<file path="src/rtl/sub_writeback.sv">
// sub_writeback: tracks subtracts issued to the external subtracter, samples
// the registered difference one cycle after issue, derives {V,C,N,Z} and
// queues {result, tag, flags} in a small FIFO that drains over valid/ready.
module sub_writeback #(
  parameter int DATA_W = 32,
  parameter int TAG_W  = 4,
  parameter int DEPTH  = 4
) (
  input  logic              clock,
  input  logic              reset,
  input  logic              issue,
  input  logic [TAG_W-1:0]  issue_tag,
  input  logic [DATA_W-1:0] op1,
  input  logic [DATA_W-1:0] op2,
  input  logic [DATA_W-1:0] result,
  output logic              issue_ready,
  output logic              out_valid,
  input  logic              out_ready,
  output logic [DATA_W-1:0] out_data,
  output logic [TAG_W-1:0]  out_tag,
  output logic [3:0]        out_flags,
  output logic              drop_err
);

  localparam int PW = $clog2(DEPTH);
  localparam int CW = $clog2(DEPTH + 1);

  typedef struct packed {
    logic [DATA_W-1:0] data;
    logic [TAG_W-1:0]  tag;
    logic [3:0]        flags;   // {V,C,N,Z}
  } entry_t;

  entry_t            mem_q [DEPTH];
  logic [PW-1:0]     wr_ptr_q, rd_ptr_q;
  logic [CW-1:0]     count_q, count_d, occ;
  logic              s1_valid_q, s1_c_q, s1_sa_q, s1_sb_q;
  logic [TAG_W-1:0]  s1_tag_q;
  logic              drop_err_q;
  logic              accept, push, pop;
  logic              flag_z, flag_n, flag_v;
  entry_t            push_entry, head;

  // Slots are reserved at issue time: the in-flight S1 entry counts as
  // occupied so the push one cycle later can never find the FIFO full.
  // A same-cycle pop is deliberately ignored to keep this path short.
  assign occ         = count_q + CW'(s1_valid_q);
  assign issue_ready = occ < CW'(DEPTH);
  assign accept      = issue && issue_ready;

  assign push = s1_valid_q;
  assign pop  = out_valid && out_ready;

  // Flags from the registered difference plus the operand bits held in S1.
  assign flag_z = (result == '0);
  assign flag_n = result[DATA_W-1];
  assign flag_v = (s1_sa_q != s1_sb_q) && (result[DATA_W-1] != s1_sa_q);
  assign push_entry = '{data: result, tag: s1_tag_q,
                        flags: {flag_v, s1_c_q, flag_n, flag_z}};

  assign head      = mem_q[rd_ptr_q];
  assign out_valid = (count_q != '0);
  assign out_data  = head.data;
  assign out_tag   = head.tag;
  assign out_flags = head.flags;
  assign drop_err  = drop_err_q;

  // Stage S1: remember tag, borrow and operand signs for a legal issue.
  always_ff @(posedge clock or negedge reset) begin
    if (!reset) begin
      s1_valid_q <= 1'b0;
      s1_tag_q   <= '0;
      s1_c_q     <= 1'b0;
      s1_sa_q    <= 1'b0;
      s1_sb_q    <= 1'b0;
    end else begin
      s1_valid_q <= accept;
      if (accept) begin
        s1_tag_q <= issue_tag;
        s1_c_q   <= (op1 < op2);
        s1_sa_q  <= op1[DATA_W-1];
        s1_sb_q  <= op2[DATA_W-1];
      end
    end
  end

  // Sticky flag for an issue that arrived while no slot was reserved.
  always_ff @(posedge clock or negedge reset) begin
    if (!reset)                    drop_err_q <= 1'b0;
    else if (issue && !issue_ready) drop_err_q <= 1'b1;
  end

  // Occupancy next state.
  always_comb begin
    count_d = count_q;
    case ({push, pop})
      2'b10:   count_d = count_q + CW'(1);
      2'b01:   count_d = count_q - CW'(1);
      default: count_d = count_q;
    endcase
  end

  // FIFO storage and pointers; storage is cleared so the head reads 0 after reset.
  always_ff @(posedge clock or negedge reset) begin
    if (!reset) begin
      for (int i = 0; i < DEPTH; i++) mem_q[i] <= '0;
      wr_ptr_q <= '0;
      rd_ptr_q <= '0;
      count_q  <= '0;
    end else begin
      if (push) begin
        mem_q[wr_ptr_q] <= push_entry;
        wr_ptr_q        <= wr_ptr_q + PW'(1);
      end
      if (pop) rd_ptr_q <= rd_ptr_q + PW'(1);
      count_q <= count_d;
    end
  end

endmodule

</file>
<file path="config.mk">
export PLATFORM = sky130hd
export DESIGN_NAME = sub_writeback
export DESIGN_NICKNAME = d
export VERILOG_FILES = /design/src/rtl/sub_writeback.sv
export SDC_FILE = /design/constraint.sdc
export NUM_CORES = 1
export LEC_CHECK = 0
export CORE_MARGIN = 1
export CORE_UTILIZATION = 53
export DETAILED_ROUTE_END_ITERATION = 16
export PLACE_DENSITY = 0.8
export SYNTH_ARGS = -nofsm -noshare
export SYNTH_HDL_FRONTEND = slang
export SYNTH_SLANG_ARGS = --single-unit
export TNS_END_PERCENT = 20
</file>
<file path="constraint.sdc">
create_clock -name clock -period 2.4 [get_ports clock]
set_input_delay 0.48 -clock clock [delete_from_list [all_inputs] [get_ports clock]]
set_output_delay 0.48 -clock clock [all_outputs]
set_load 0.02 [all_outputs]
</file>
======== Word level (Yosys, flattened, before mapping) ========
Index checks and enable logic that the tools add are counted.
cells by class
  reductions and logical operators ........ 9
  magnitude comparators ................... 5
  mux-type cells .......................... 7
  $add $sub $neg .......................... 5
  equality and inequality tests ........... 4
  bitwise logic cells ..................... 2
operators with widths
  kind                   count
  $bwmux W160            1
  $mux W40               3
  $bmux W40 S2           1
  $demux W40 S2          1
  $logic_not A32 Y1      1
  $lt A32 B32 Y1         1
  $ge A3 B3 Y1 const B   2
  $not A2 Y3             2
  $pmux W3 S2            1
  $logic_and A1 B1 Y1    5
  $add A2 B1 Y2 const B  2
  $add A3 B1 Y3          1
  $add A3 B1 Y3 const B  1
  $lt A3 B1 Y1 const B   1
  $lt A3 B3 Y1 const B   1
  $reduce_bool A3 Y1     1
  $sub A3 B1 Y3 const B  1
  $eq A2 B1 Y1 const B   1
  $eq A2 B2 Y1 const B   1
  $ne A1 B1 Y1           2
  $reduce_bool A2 Y1     1
  $logic_not A1 Y1       1
storage, ports and cells
  output and inout bits ................... 43
  logic and storage cells ................. 53
  input bits .............................. 104
  register bits ........................... 176

======== Logic depth before layout (Yosys ltp) ========
  word-level depth ........................ 6
  mapped depth ............................ 8

======== Worst setup path after synthesis ========
OpenSTA, ideal clock, no wires.
  path type ............................... flip-flop to output port
  start ................................... register rd_ptr_q[0]
  end ..................................... output out_flags[1]
  buffers on the path ..................... 3
  slack ................................... 330 ps
  required time ........................... 1920 ps
  stages on the path, launching flop included .. 5
  data arrival time ....................... 1590 ps
  cells stage by stage .................... dfrtp_1 clkbuf_1 buf_2 mux4_2 buf_4
between the ends
  word-level cells in the longest chain between the ends .. 4
ends and longest elaborated chain
  element                                       line  RTL
  from (decl)                                   35    logic [PW-1:0] wr_ptr_q, rd_ptr_q;
  from (signal assigned)                        115   if (pop) rd_ptr_q <= rd_ptr_q + PW'(1);
  $not A2 Y3 (not written as such)              61    assign head = mem_q[rd_ptr_q];
  $bmux W40 S2                                  61
  $mux W40 (not written as such) (2 in series)  61
  to (decl)                                     21    output logic [3:0] out_flags,
Every way passes these cells. The select of a mux whose other input is x is not followed.

======== Final worst setup path ========
Ends and elaborated chain as after synthesis.

==> metrics.md <==
| Metric | Value |
|---|---|
| Run status | `finished, final reports clean` |
| Global route overflow | `0` |
| Hold Path Class | `in2async` |
| Diode count | `0` |
| Non-filler cells in the finished layout | `945` |
| Starting Density | `54.5%` |
| Mapped Area | `8280 um2` |
| Total Nets Final | `885` |
| Ratio of cells with drive above 1 in the final layout | `38.6%` |
| Placed cells | `908` |
| Buffer and inverter count on the worst path | `4` |
| Row count | `45` |
| R2r startpoint | `count_q[1]` |
| GP Congestion | `0.756` |
| Register area share after synthesis | `52.0%` |
| Crit path launch | `rd_ptr_q[0]` |
| Reg-to-reg endpoint | `count_q[2]` |
| Largest net degree at the start of global routing | `58` |
| Setup CP Type | `reg2out` |
| Detail Route Antenna Nets | `0` |
| Worst-path clk slew | `0.06 ns` |
| Residual DRC | `0` |
| Mapped Cells | `584` |
| GR Layer Usage met1 | `30.7%` |
| Sw frac | `33.5%` |
| DR WL/cell | `19.0 um` |
| LEAKAGE | `4.72 nW` |
| Maximum clock rate | `0.418 GHz` |
| Cell variety after synth | `35` |
| CTS tree | `yes` |
| Reg-to-reg slack, setup | `0.39 ns` |
| VDD IR-drop max | `0.673 mV` |
| CTS Sinks | `172` |
| Port Buf Inserts | `146` |
| Syn. warnings | `0` |
| Worst EP required | `1.92 ns` |
| Clk_skew | `0.00613 ns` |
| GR Layer Usage met3 | `6.24%` |
| Core area | `15200 um2` |
| Final worst path period share | `99.8%` |
| Clk root buf | `clkbuf_16` |
| Relative slew slack | `63.6%` |
| Final hold vios | `0` |
| Hold slack | `0.00267 ns` |
| Routed WL | `18000 um` |
| GRT busiest layer | `met2` |
| Area Overhead vs Synth | `28.4%` |
| Critical path cell sequence | `buf_12 > buf_6 > buf_12 > mux4_2 > buf_6` |
| Crit path largest cell delay | `0.56 ns` |
| Slowest-stage cell, CP | `mux4_2` |
| Die X | `127 um` |
| NetSw | `4.83 mW` |
| Detailed router's first-iteration violation count | `178` |
| Number of cells on the critical path | `5` |
| Internal power | `9.60 mW` |
| Clock share of power | `19.7%` |
| Area fraction of the dominant cell type after synthesis | `52.0%` |
| Cell taking the most area after synthesis | `dfrtp_1` |
| Vias in the first global route | `5959` |
| Setup-failing EPs final | `0` |
| Count of pins over their slew limit | `0` |
| Deepest clock path buffer count | `2` |
| Max-Cap Viols | `0` |
| DP Wirelength | `12200 um` |
| Sequential share of power | `36.1%` |
| # IOs | `147` |
| Worst-Margin Slew | `0.546 ns` |
| Gr usage total | `24.3%` |
| Startpoint types | `flop` |
| Clk_lat worst skew | `0.42 ns` |
| First-pass GRT wire length | `29900 um` |
| M2 GR Usage | `40.8%` |
| Antenna violations before repair | `0` |
| Top cells by area, synth | `dfrtp_1 52%, mux2_2 20%, mux4_2 11%` |
| Worst Setup End Kind | `output port` |
| Die Area | `16100 um2` |
| Die H | `127 um` |
| Mean post-synth cell area | `14.2 um2` |
| Pwr Density | `1360 nW/um2` |
| Worst R2R Path Depth | `8` |
| #FFs+latches synth | `172` |
| Cts hold-fix bufs | `0` |
| Commonest cells after routing, fill and taps aside | `169 x dfrtp_1, 148 x mux2_2, 104 x clkdlybuf4s50_1, 41 x nand2_1` |
| Worst Path Max Fanout | `5` |
| Mapped Nets | `725` |
| Final Critical Period | `2.40 ns` |
| TNS Setup | `0 ns` |
| Crit path arrival time | `1.92 ns` |
| CTS Buf Count | `17` |
| Top delay family on crit path | `multiplexers` |
| Via Count | `5342` |
| RSZ-0062 raised after global routing | `yes` |
| Critical Path End | `out_flags[1]` |
| Comb power frac | `44.2%` |
| DR vias/cell | `5.65` |
| H-Tree Depth | `4` |
| Most common cell after layout, fill and taps aside | `dfrtp_1` |
| Detailed Routing Iterations Pass 1 | `4` |
[power by group through the flow]
stage	clock, mW	combinational (mW)	sequential [mW]
floorplan	0	4.45	4.87
global placement	0	6.55	5.07
detailed placement	0	6.71	5.23
CTS	2.88	6.46	5.23
global route	3.00	6.85	5.39
finish	2.85	6.37	5.21
[area by class of cell]
cell class,instances,area (um2)
Clock buffer,19,443
Inverter,39,146
Clock inverter,13,173
Fill cell,1053,4570
Multi-Input combinational cell,345,3710
Sequential cell,172,4310
Tap cell,188,235
Timing Repair Buffer,169,1610
[cells in the mapped netlist]
library cell / number
o31ai_1: 4
a21oi_1: 11
mux2_2: 148
inv_1: 39
and4_1: 3
fa_1: 1
nand3_2: 1
o21ai_0: 15
nor4_1: 9
mux2_4: 1
buf_1: 5
buf_4: 1
a2111o_1: 1
a311oi_1: 1
xor2_1: 4
a32oi_1: 1
buf_6: 1
buf_2: 17
a21o_1: 1
ha_1: 36
clkbuf_1: 4
nand2_1: 45
a2111oi_4: 1
or3_1: 1
nand3_1: 1
nand4_1: 4
and2_1: 1
a41oi_1: 1
dfrtp_1: 172
nand2b_1: 4
mux4_2: 39
a211oi_1: 1
nor2_1: 6
xnor2_1: 3
a221oi_1: 1
[layer usage]
| layer | wire length, um | share of wire [%] | vias to the layer above |
|---|---|---|---|
| met1 | 7520 | 42 | 2724 |
| li1 | - | - | 2442 |
| met2 | 9150 | 51 | 156 |
| met4 | 323 | 1.8 | 0 |
| met5 | 0 | 0 | - |
| met3 | 963 | 5.4 | 20 |
[through the flow]
step | utilization, % | power (mW) | instance area, um2 | setup slack [ns]
3_3_place_gp | 66.2 | 11.6 | 10100 | -0.0432
5_1_grt | 69.9 | 15.2 | 10600 | -0.0464
3_5_place_dp | 66.2 | 11.9 | 10100 | -0.0265
2_1_floorplan | - | 9.32 | 8280 | 0.330
6_report | 69.9 | 14.4 | 10600 | 0.00484
4_1_cts | 70.3 | 14.6 | 10700 | -0.123
[worst min path at each step]
| stage | startpoint | endpoint | slack [ns] | cells after the start |
|---|---|---|---|---|
| finish | reset | mem_q[144] | 0.003 | 1 |
| global route | reset | mem_q[110] | 0.05 | 1 |
| CTS | reset | mem_q[112] | 0.03 | 1 |
| detailed placement | drop_err | drop_err | 0.46 | 1 |
| global placement | drop_err | drop_err | 0.45 | 1 |
| floorplan | reset | count_q[0] | 0.18 | 0 |
[registers in the layout (all words and copies together), names as in the netlist]
name      count
s1_sa_q       1
count_q       3
wr_ptr_q      2
s1_c_q        1
drop_err      1
push          1
mem_q       156
s1_tag_q      4
s1_sb_q       1
rd_ptr_q      2
[what timing repair did]
item,4_1_cts,5_1_grt
gates resized for setup,101,48
setup endpoints to repair,40,39
endpoints found under the hold margin,0,0
cloned,2,1
setup buffers,1,1
[kinds of logic (layout without fill, tap and decap cells)]
family / after synthesis / count (layout) / synth area share, %
multiplexers: 188 / 188 / 30.9
AO/OA/AOI/OAI: 38 / 38 / 3.01
XOR/XNOR: 7 / 7 / 0.740
flip-flops: 172 / 172 / 52.0
adder cells (fa/ha/maj): 37 / 37 / 5.68
buffers and inverters: 67 / 240 / 3.43
AND/OR/NAND/NOR: 75 / 75 / 4.25
(Power assumes the default switching activity.)
